<file path="src/rtl/tiny_processor_pkg.sv">
// Shared definitions for the tiny accumulator processor: opcodes, field widths,
// default program ROM and register-file power-on contents.
package tiny_processor_pkg;

  localparam int OPC_W  = 4;
  localparam int ARG_W  = 4;
  localparam int DATA_W = 8;

  localparam logic [3:0] OP_SHIFT = 4'h0;
  localparam logic [3:0] OP_ADD   = 4'h1;
  localparam logic [3:0] OP_SUB   = 4'h2;
  localparam logic [3:0] OP_MUL   = 4'h3;
  localparam logic [3:0] OP_XOR   = 4'h5;
  localparam logic [3:0] OP_CMP   = 4'h6;
  localparam logic [3:0] OP_AND   = 4'h7;
  localparam logic [3:0] OP_BR    = 4'h8;
  localparam logic [3:0] OP_LDA   = 4'h9;
  localparam logic [3:0] OP_STA   = 4'hA;
  localparam logic [3:0] OP_RET   = 4'hB;

  localparam logic [3:0] SUB_LSL = 4'h1;
  localparam logic [3:0] SUB_LSR = 4'h2;
  localparam logic [3:0] SUB_ROR = 4'h3;
  localparam logic [3:0] SUB_ROL = 4'h4;
  localparam logic [3:0] SUB_ASR = 4'h5;
  localparam logic [3:0] SUB_INC = 4'h6;
  localparam logic [3:0] SUB_DEC = 4'h7;

  localparam logic [7:0] INSTR_HLT = 8'hFF;

  function automatic logic [7:0] rom_default(input logic [3:0] addr);
    case (addr)
      4'd0:    return 8'h93;
      4'd1:    return 8'h15;
      4'd2:    return 8'h1F;
      4'd3:    return 8'h86;
      4'd4:    return 8'hA7;
      4'd5:    return 8'hFF;
      4'd6:    return 8'h11;
      4'd7:    return 8'hB0;
      default: return 8'h00;
    endcase
  endfunction

  // Register i powers up holding its own index in both nibbles.
  function automatic logic [7:0] reg_init(input logic [3:0] idx);
    return {idx, idx};
  endfunction

endpackage

</file>
<file path="src/rtl/tiny_alu.sv">
// Combinational datapath for opcodes 0000-0111: computes the new accumulator,
// EXT high byte and carry/borrow plus which of them the instruction updates.
module tiny_alu
  import tiny_processor_pkg::*;
(
  input  logic [7:0] acc,
  input  logic [7:0] operand,
  input  logic [3:0] opcode,
  input  logic [3:0] subcode,
  input  logic       cb_in,
  output logic [7:0] result,
  output logic [7:0] ext_hi,
  output logic       cb_new,
  output logic       acc_we,
  output logic       ext_we,
  output logic       cb_we
);

  logic [8:0]  sum;
  logic [15:0] prod;

  always_comb begin
    sum    = 9'h000;
    prod   = 16'h0000;
    result = acc;
    ext_hi = 8'h00;
    cb_new = cb_in;
    acc_we = 1'b0;
    ext_we = 1'b0;
    cb_we  = 1'b0;
    case (opcode)
      OP_SHIFT: begin
        case (subcode)
          SUB_LSL: begin result = {acc[6:0], 1'b0}; acc_we = 1'b1; end
          SUB_LSR: begin result = {1'b0, acc[7:1]}; acc_we = 1'b1; end
          SUB_ROR: begin result = {acc[0], acc[7:1]}; acc_we = 1'b1; end
          SUB_ROL: begin result = {acc[6:0], acc[7]}; acc_we = 1'b1; end
          SUB_ASR: begin result = {acc[7], acc[7:1]}; acc_we = 1'b1; end
          SUB_INC: begin
            sum    = {1'b0, acc} + 9'd1;
            result = sum[7:0];
            cb_new = sum[8];
            acc_we = 1'b1;
            cb_we  = 1'b1;
          end
          // Bit 8 of the 9-bit difference is the borrow out of 0 - 1.
          SUB_DEC: begin
            sum    = {1'b0, acc} - 9'd1;
            result = sum[7:0];
            cb_new = sum[8];
            acc_we = 1'b1;
            cb_we  = 1'b1;
          end
          default: result = acc;
        endcase
      end
      OP_ADD: begin
        sum    = {1'b0, acc} + {1'b0, operand};
        result = sum[7:0];
        cb_new = sum[8];
        acc_we = 1'b1;
        cb_we  = 1'b1;
      end
      OP_SUB: begin
        sum    = {1'b0, acc} - {1'b0, operand};
        result = sum[7:0];
        cb_new = sum[8];
        acc_we = 1'b1;
        cb_we  = 1'b1;
      end
      OP_MUL: begin
        prod   = {8'h00, acc} * {8'h00, operand};
        result = prod[7:0];
        ext_hi = prod[15:8];
        acc_we = 1'b1;
        ext_we = 1'b1;
      end
      OP_XOR: begin result = acc ^ operand; acc_we = 1'b1; end
      OP_AND: begin result = acc & operand; acc_we = 1'b1; end
      OP_CMP: begin cb_new = (acc < operand); cb_we = 1'b1; end
      default: result = acc;
    endcase
  end

endmodule

</file>
<file path="src/rtl/tiny_processor.sv">
// Single-cycle 8-bit accumulator processor: fixed 16-entry ROM, 16x8 register
// file, CB flag, EXT register and a single return-address register.
module tiny_processor
  import tiny_processor_pkg::*;
(
  input  logic       clk,
  input  logic       reset,
  input  logic [3:0] start_address,
  output logic [7:0] acc_out,
  output logic [3:0] pc,
  output logic [7:0] ir_out,
  output logic       alu_enable_out,
  output logic       reg_write_out,
  output logic [7:0] alu_opcode_out,
  output logic [7:0] instruction_out,
  output logic [7:0] result_out,
  output logic [7:0] ext_out,
  output logic [7:0] reg_data_out,
  output logic       cb_out
);

  logic [7:0] acc;
  logic [7:0] ext;
  logic       cb;
  logic [3:0] ret_addr;
  logic [7:0] last_instr;
  logic [7:0] regs [16];

  logic [7:0] ir;
  logic [3:0] opcode;
  logic [3:0] arg;
  logic       halt;
  logic       alu_en;
  logic [3:0] pc_next;
  logic [7:0] alu_result;
  logic [7:0] alu_ext;
  logic       alu_cb;
  logic       alu_acc_we;
  logic       alu_ext_we;
  logic       alu_cb_we;

  assign ir     = rom_default(pc);
  assign opcode = ir[7:4];
  assign arg    = ir[3:0];
  assign halt   = (ir == INSTR_HLT);
  assign alu_en = ~ir[7];

  tiny_alu u_alu (
    .acc     (acc),
    .operand (regs[arg]),
    .opcode  (opcode),
    .subcode (arg),
    .cb_in   (cb),
    .result  (alu_result),
    .ext_hi  (alu_ext),
    .cb_new  (alu_cb),
    .acc_we  (alu_acc_we),
    .ext_we  (alu_ext_we),
    .cb_we   (alu_cb_we)
  );

  // A taken branch and RET are the only redirects; HLT freezes the counter.
  always_comb begin
    pc_next = pc + 4'd1;
    if (halt) begin
      pc_next = pc;
    end else if ((opcode == OP_BR) && cb) begin
      pc_next = arg;
    end else if (opcode == OP_RET) begin
      pc_next = ret_addr;
    end else begin
      pc_next = pc + 4'd1;
    end
  end

  always_ff @(posedge clk) begin
    if (reset) begin
      pc         <= start_address;
      acc        <= 8'h00;
      ext        <= 8'h00;
      cb         <= 1'b0;
      ret_addr   <= 4'h0;
      last_instr <= 8'h00;
      for (int i = 0; i < 16; i++) begin
        regs[i] <= reg_init(4'(i));
      end
    end else if (!halt) begin
      pc         <= pc_next;
      last_instr <= ir;
      if (alu_acc_we) begin
        acc <= alu_result;
      end else if (opcode == OP_LDA) begin
        acc <= regs[arg];
      end
      if (alu_ext_we) begin
        ext <= alu_ext;
      end
      if (alu_cb_we) begin
        cb <= alu_cb;
      end
      if (opcode == OP_STA) begin
        regs[arg] <= acc;
      end
      if ((opcode == OP_BR) && cb) begin
        ret_addr <= pc + 4'd1;
      end
    end
  end

  assign acc_out         = acc;
  assign ext_out         = ext;
  assign cb_out          = cb;
  assign instruction_out = last_instr;
  assign ir_out          = ir;
  assign alu_enable_out  = alu_en;
  assign reg_write_out   = (opcode == OP_STA);
  assign alu_opcode_out  = alu_en ? {4'b0000, opcode} : 8'h00;
  assign result_out      = alu_en ? alu_result : 8'h00;
  assign reg_data_out    = regs[arg];

endmodule

</file>
<file path="config.mk">
export PLATFORM = sky130hd
export DESIGN_NAME = tiny_processor
export DESIGN_NICKNAME = d
export VERILOG_FILES = /design/src/rtl/tiny_processor_pkg.sv /design/src/rtl/tiny_alu.sv /design/src/rtl/tiny_processor.sv
export SDC_FILE = /design/constraint.sdc
export NUM_CORES = 1
export LEC_CHECK = 0
export BUFFER_PORTS_ARGS = -buffer_cell sky130_fd_sc_hd__buf_2
export CAP_MARGIN = 20
export CORE_MARGIN = 4
export CORE_UTILIZATION = 50
export CTS_CLUSTER_DIAMETER = 150
export DETAILED_ROUTE_END_ITERATION = 12
export PLACE_DENSITY = 0.75
export SYNTH_ARGS = -nofsm -noshare
export SYNTH_HDL_FRONTEND = slang
export SYNTH_SLANG_ARGS = --single-unit
</file>
<file path="constraint.sdc">
create_clock -name clk -period 10.91 [get_ports clk]
set_input_delay 2.182 -clock clk [delete_from_list [all_inputs] [get_ports clk]]
set_output_delay 2.182 -clock clk [all_outputs]
set_load 0.02 [all_outputs]
</file>
==> out/summary.txt <==
Fraction of layout cells with a size suffix above 1: 13.45%
Post-CTS setup buffers: 0
CTS tree: yes
Core area: 23610 um2
Outcome: finished clean
Worst VDD drop: 0.0002524 V
Mean Syn Cell Area: 9.672 um2
RD Place Congestion: 0.9894
Area of the multi-input gates: 6574 um2
Fillers: 2081
FF-to-FF setup slack: 3.75 ns
Final setup viols: 0
Placed cell area: 12490 um2
Initial drt markers: 1187
Async S/R FF share, synth: 0%
Initial antenna violation count: 0
Unrepaired setup endpoints after global routing: false
Post-synth top flop: edfxtp_1
Vias per std cell: 6.360
Hold depth: 2
Setup crit end kind: output port
Largest delay contributor family on the critical path: compound AO/OA/AOI/OAI gates
Worst Reg-to-Reg Cells: 19
Vias in the first global route: 9785
Critical-path maximum fanout: 33
Crit path time final: 9.880 ns
Grt total ovfl: 0
Yosys warns: 0
Remaining routing DRC violations: 0
Non-Filler Instances: 1599
Seq. cell area: 4707 um2
Worst r2r src: pc[3]
Worst EP required: 8.73 ns
Fin. Hold Viols: 0
Design area: 13180 um2
Routed WL per cell: 22.45 um
Max-cap violation count: 0
Largest net degree at the start of global routing: 42
Final Cycle Share: 90.55%
Initial core utilization: 51.16%
Kind of critical path: flop to output port
Die area: 26710 um2
Worst skew pair latency: 0.45 ns
Slowest cell delay on critical path: 0.85 ns
Worst setup path start: pc[3]
CTS H-tree depth: 4
Pleak: 5.208 nW
Clock root cell: clkbuf_16
Sequential Power Share: 20.4%
Commonest non-fill, non-tap cell in the layout: edfxtp_1
CP max-delay cell: edfxtp_1
R2R Path End: ext_out[7]
P&R area growth vs syn: 9.083%
Chip Width: 163.4 um
PortBufs: 63
Worst slew margin: 20.43%
Row cnt: 56
Via count: 10170
Hold path endpoint: ext_out[0]
1st-pass router iterations: 8
First-pass GRT wire length: 55.89 mm
CP Cell Sequence: o21ba_2 -> o32ai_1 -> a21oi_1 -> o22ai_1 -> a221oi_2 -> nand2_1 -> fa_1 -> fa_1 -> inv_1 -> fa_1 -> inv_1 -> fa_1 -> inv_1 -> ha_1 -> o21ai_0 -> or2_2 -> a32oi_1 -> nand4b_1 -> nor4_1 -> o22ai_1 -> buf_2
DPL Wire Length: 25.00 mm
CP arrival: 7.70 ns
Post-synth cell types: 95
Post-CTS Resized: 0
Most frequent cells in the layout: edfxtp_1 (132), nand2_1 (107), nor2_1 (90)
Drt total wl: 35.90 mm
Seq/Total Area, Yosys: 38.94%
Global-route usage over all layers: 27.09%
Hold-fix buffers, CTS: 0
Fmax: 101.2 MHz
Hold wc startpoint: ext_out[0]
I/O pins: 69
Post-synth EDFFs: 132
Critical Path Most Common Cell: fa_1
Synthesized instance count: 1249
Num Clock Sinks: 169
Post-DRT Antenna Nets: 0
Critical Path Source Type: flop
Nets@finish: 1371
Setup_tns: 0 ns
Combinational group share of total power: 65.1%
Mapped Area: 12080 um2
HP Class: flop to flop
Sw frac: 52.17%
Internal power: 0.002093 W
Buf/Inv on CP: 4
Slew Viols, Final: 0
CTS Buf Count: 17
Skew final: 0.02068 ns
Worst slew pin tran: 1.194 ns
Clk slew on worst S/H paths: 0.08 ns
#FFs+latches synth: 169
Clock share of power: 14.6%
CTS Buffer Depth: 2
Die Y: 163.4 um
Placed Cells incl. Taps: 1556
Net switching power: 0.002283 W
Power Dens Cells: 332.1 nW/um2
## kinds of logic (layout without fill, tap and decap cells)
group / after synthesis / in the layout / share of synthesized area (%)
simple gates: 479 / 479 / 21.16
compound gates: 252 / 252 / 15.52
fa+ha+maj: 99 / 99 / 12.62
buf+inv: 189 / 215 / 6.763
other cells: 1 / 6 / 0.03104
xor+xnor: 16 / 16 / 1.160
flops: 169 / 169 / 38.94
mux: 44 / 44 / 3.811
## flip-flops by register name, indices dropped and copies added (netlist names), named ones only
register         count
cb_out               1
acc_out              8
regs               128
instruction_out      8
ret_addr             4
ext_out              8
pc                   4
## layout make-up
class	count	area share, %
well taps	319	3.029
inverters	89	2.535
repair buffers	94	4.111
multi-input cells	895	49.89
flip-flops and latches	169	35.72
clock inverters	15	1.472
diodes	1	0.01899
clock buffers	17	3.228
## Yosys cell counts, types with 5 or more instances
master | number | area share [%]
o21ai_0 | 36 | 1.5
fa_1 | 38 | 6.3
and3_1 | 24 | 1.2
inv_1 | 85 | 2.6
ha_1 | 61 | 6.3
dfxtp_1 | 37 | 6.1
a2bb2oi_1 | 10 | 0.72
a211oi_1 | 13 | 0.81
buf_2 | 26 | 1.1
and2_1 | 50 | 2.6
xnor2_1 | 10 | 0.72
a221oi_1 | 8 | 0.58
o211ai_1 | 8 | 0.50
o221a_2 | 5 | 0.47
o32a_1 | 5 | 0.41
nor2_1 | 90 | 2.8
clkbuf_1 | 53 | 1.6
o21a_1 | 7 | 0.44
nor3_2 | 7 | 0.58
a211o_1 | 5 | 0.36
nor2b_1 | 14 | 0.72
buf_4 | 16 | 0.99
nor3b_1 | 6 | 0.37
nand3_1 | 25 | 1.0
o221ai_1 | 9 | 0.65
or3_1 | 41 | 2.1
nand2b_1 | 19 | 0.98
nand2_1 | 107 | 3.3
nor4_1 | 7 | 0.36
a21oi_1 | 47 | 1.9
nand3b_1 | 5 | 0.31
o22ai_1 | 17 | 0.88
o21bai_1 | 6 | 0.37
edfxtp_1 | 132 | 33
mux2i_1 | 37 | 3.1
xor2_1 | 6 | 0.44
a221o_1 | 7 | 0.58
a31oi_1 | 11 | 0.57
a21o_1 | 5 | 0.31
nor3_1 | 47 | 1.9
nand4_1 | 8 | 0.41
## how the worst max path moves through the flow
stage	depth (start not counted)	slack [ns]	endpoint
floorplan	21	3.05	result_out[7]
global placement	21	1.84	result_out[7]
detailed placement	21	1.73	result_out[7]
CTS	21	1.18	result_out[7]
global route	21	0.78	result_out[7]
finish	21	1.03	result_out[7]
## power by group through the flow
stage                     Sequential, W  Clock (W)  Combinational (W)
after floorplan                0.000841          0            0.00205
after global placement         0.000896          0            0.00272
after detailed placement       0.000899          0            0.00276
after CTS                      0.000884   0.000639            0.00279
after global routing           0.000899   0.000664            0.00310
final                          0.000891   0.000638            0.00285
## metrics by stage
step / hold WS [ns] / setup WS, ns / power, W / utilization [%]
3_5_place_dp: 0.4423 / 1.734 / 0.003657 / 52.88
6_report: 0.4498 / 1.030 / 0.004377 / 55.81
3_3_place_gp: 0.4353 / 1.844 / 0.003612 / 52.88
5_1_grt: 0.4692 / 0.7809 / 0.004664 / 55.80
2_1_floorplan: 0.4367 / 3.051 / 0.002888 / -
4_1_cts: 0.4531 / 1.179 / 0.004310 / 55.51
## routing by layer
metal	global-route usage, %	vias to the layer above	wire (um)
met5	0	-	0
li1	-	4544	-
met4	9.569	0	1365
met2	41.94	649	16160
met3	6.460	112	3803
met1	37.44	4864	14570
## worst reg2reg max path, stage by stage (launching register included)
cell and delay [ns]:
edfxtp_1 0.85, o21ba_2 0.81, o32ai_1 0.21, a21oi_1 0.17, o22ai_1 0.12, a221oi_2 0.74, ha_1 0.43, fa_1 0.45
ha_1 0.29, inv_1 0.05, fa_1 0.45, fa_1 0.50, inv_1 0.05, ha_1 0.22, a211oi_1 0.46, o21ai_0 0.26
a311o_1 0.40, a31oi_1 0.26, nor4b_1 0.08, a211o_1 0.25
(Power assumes the default switching activity.)
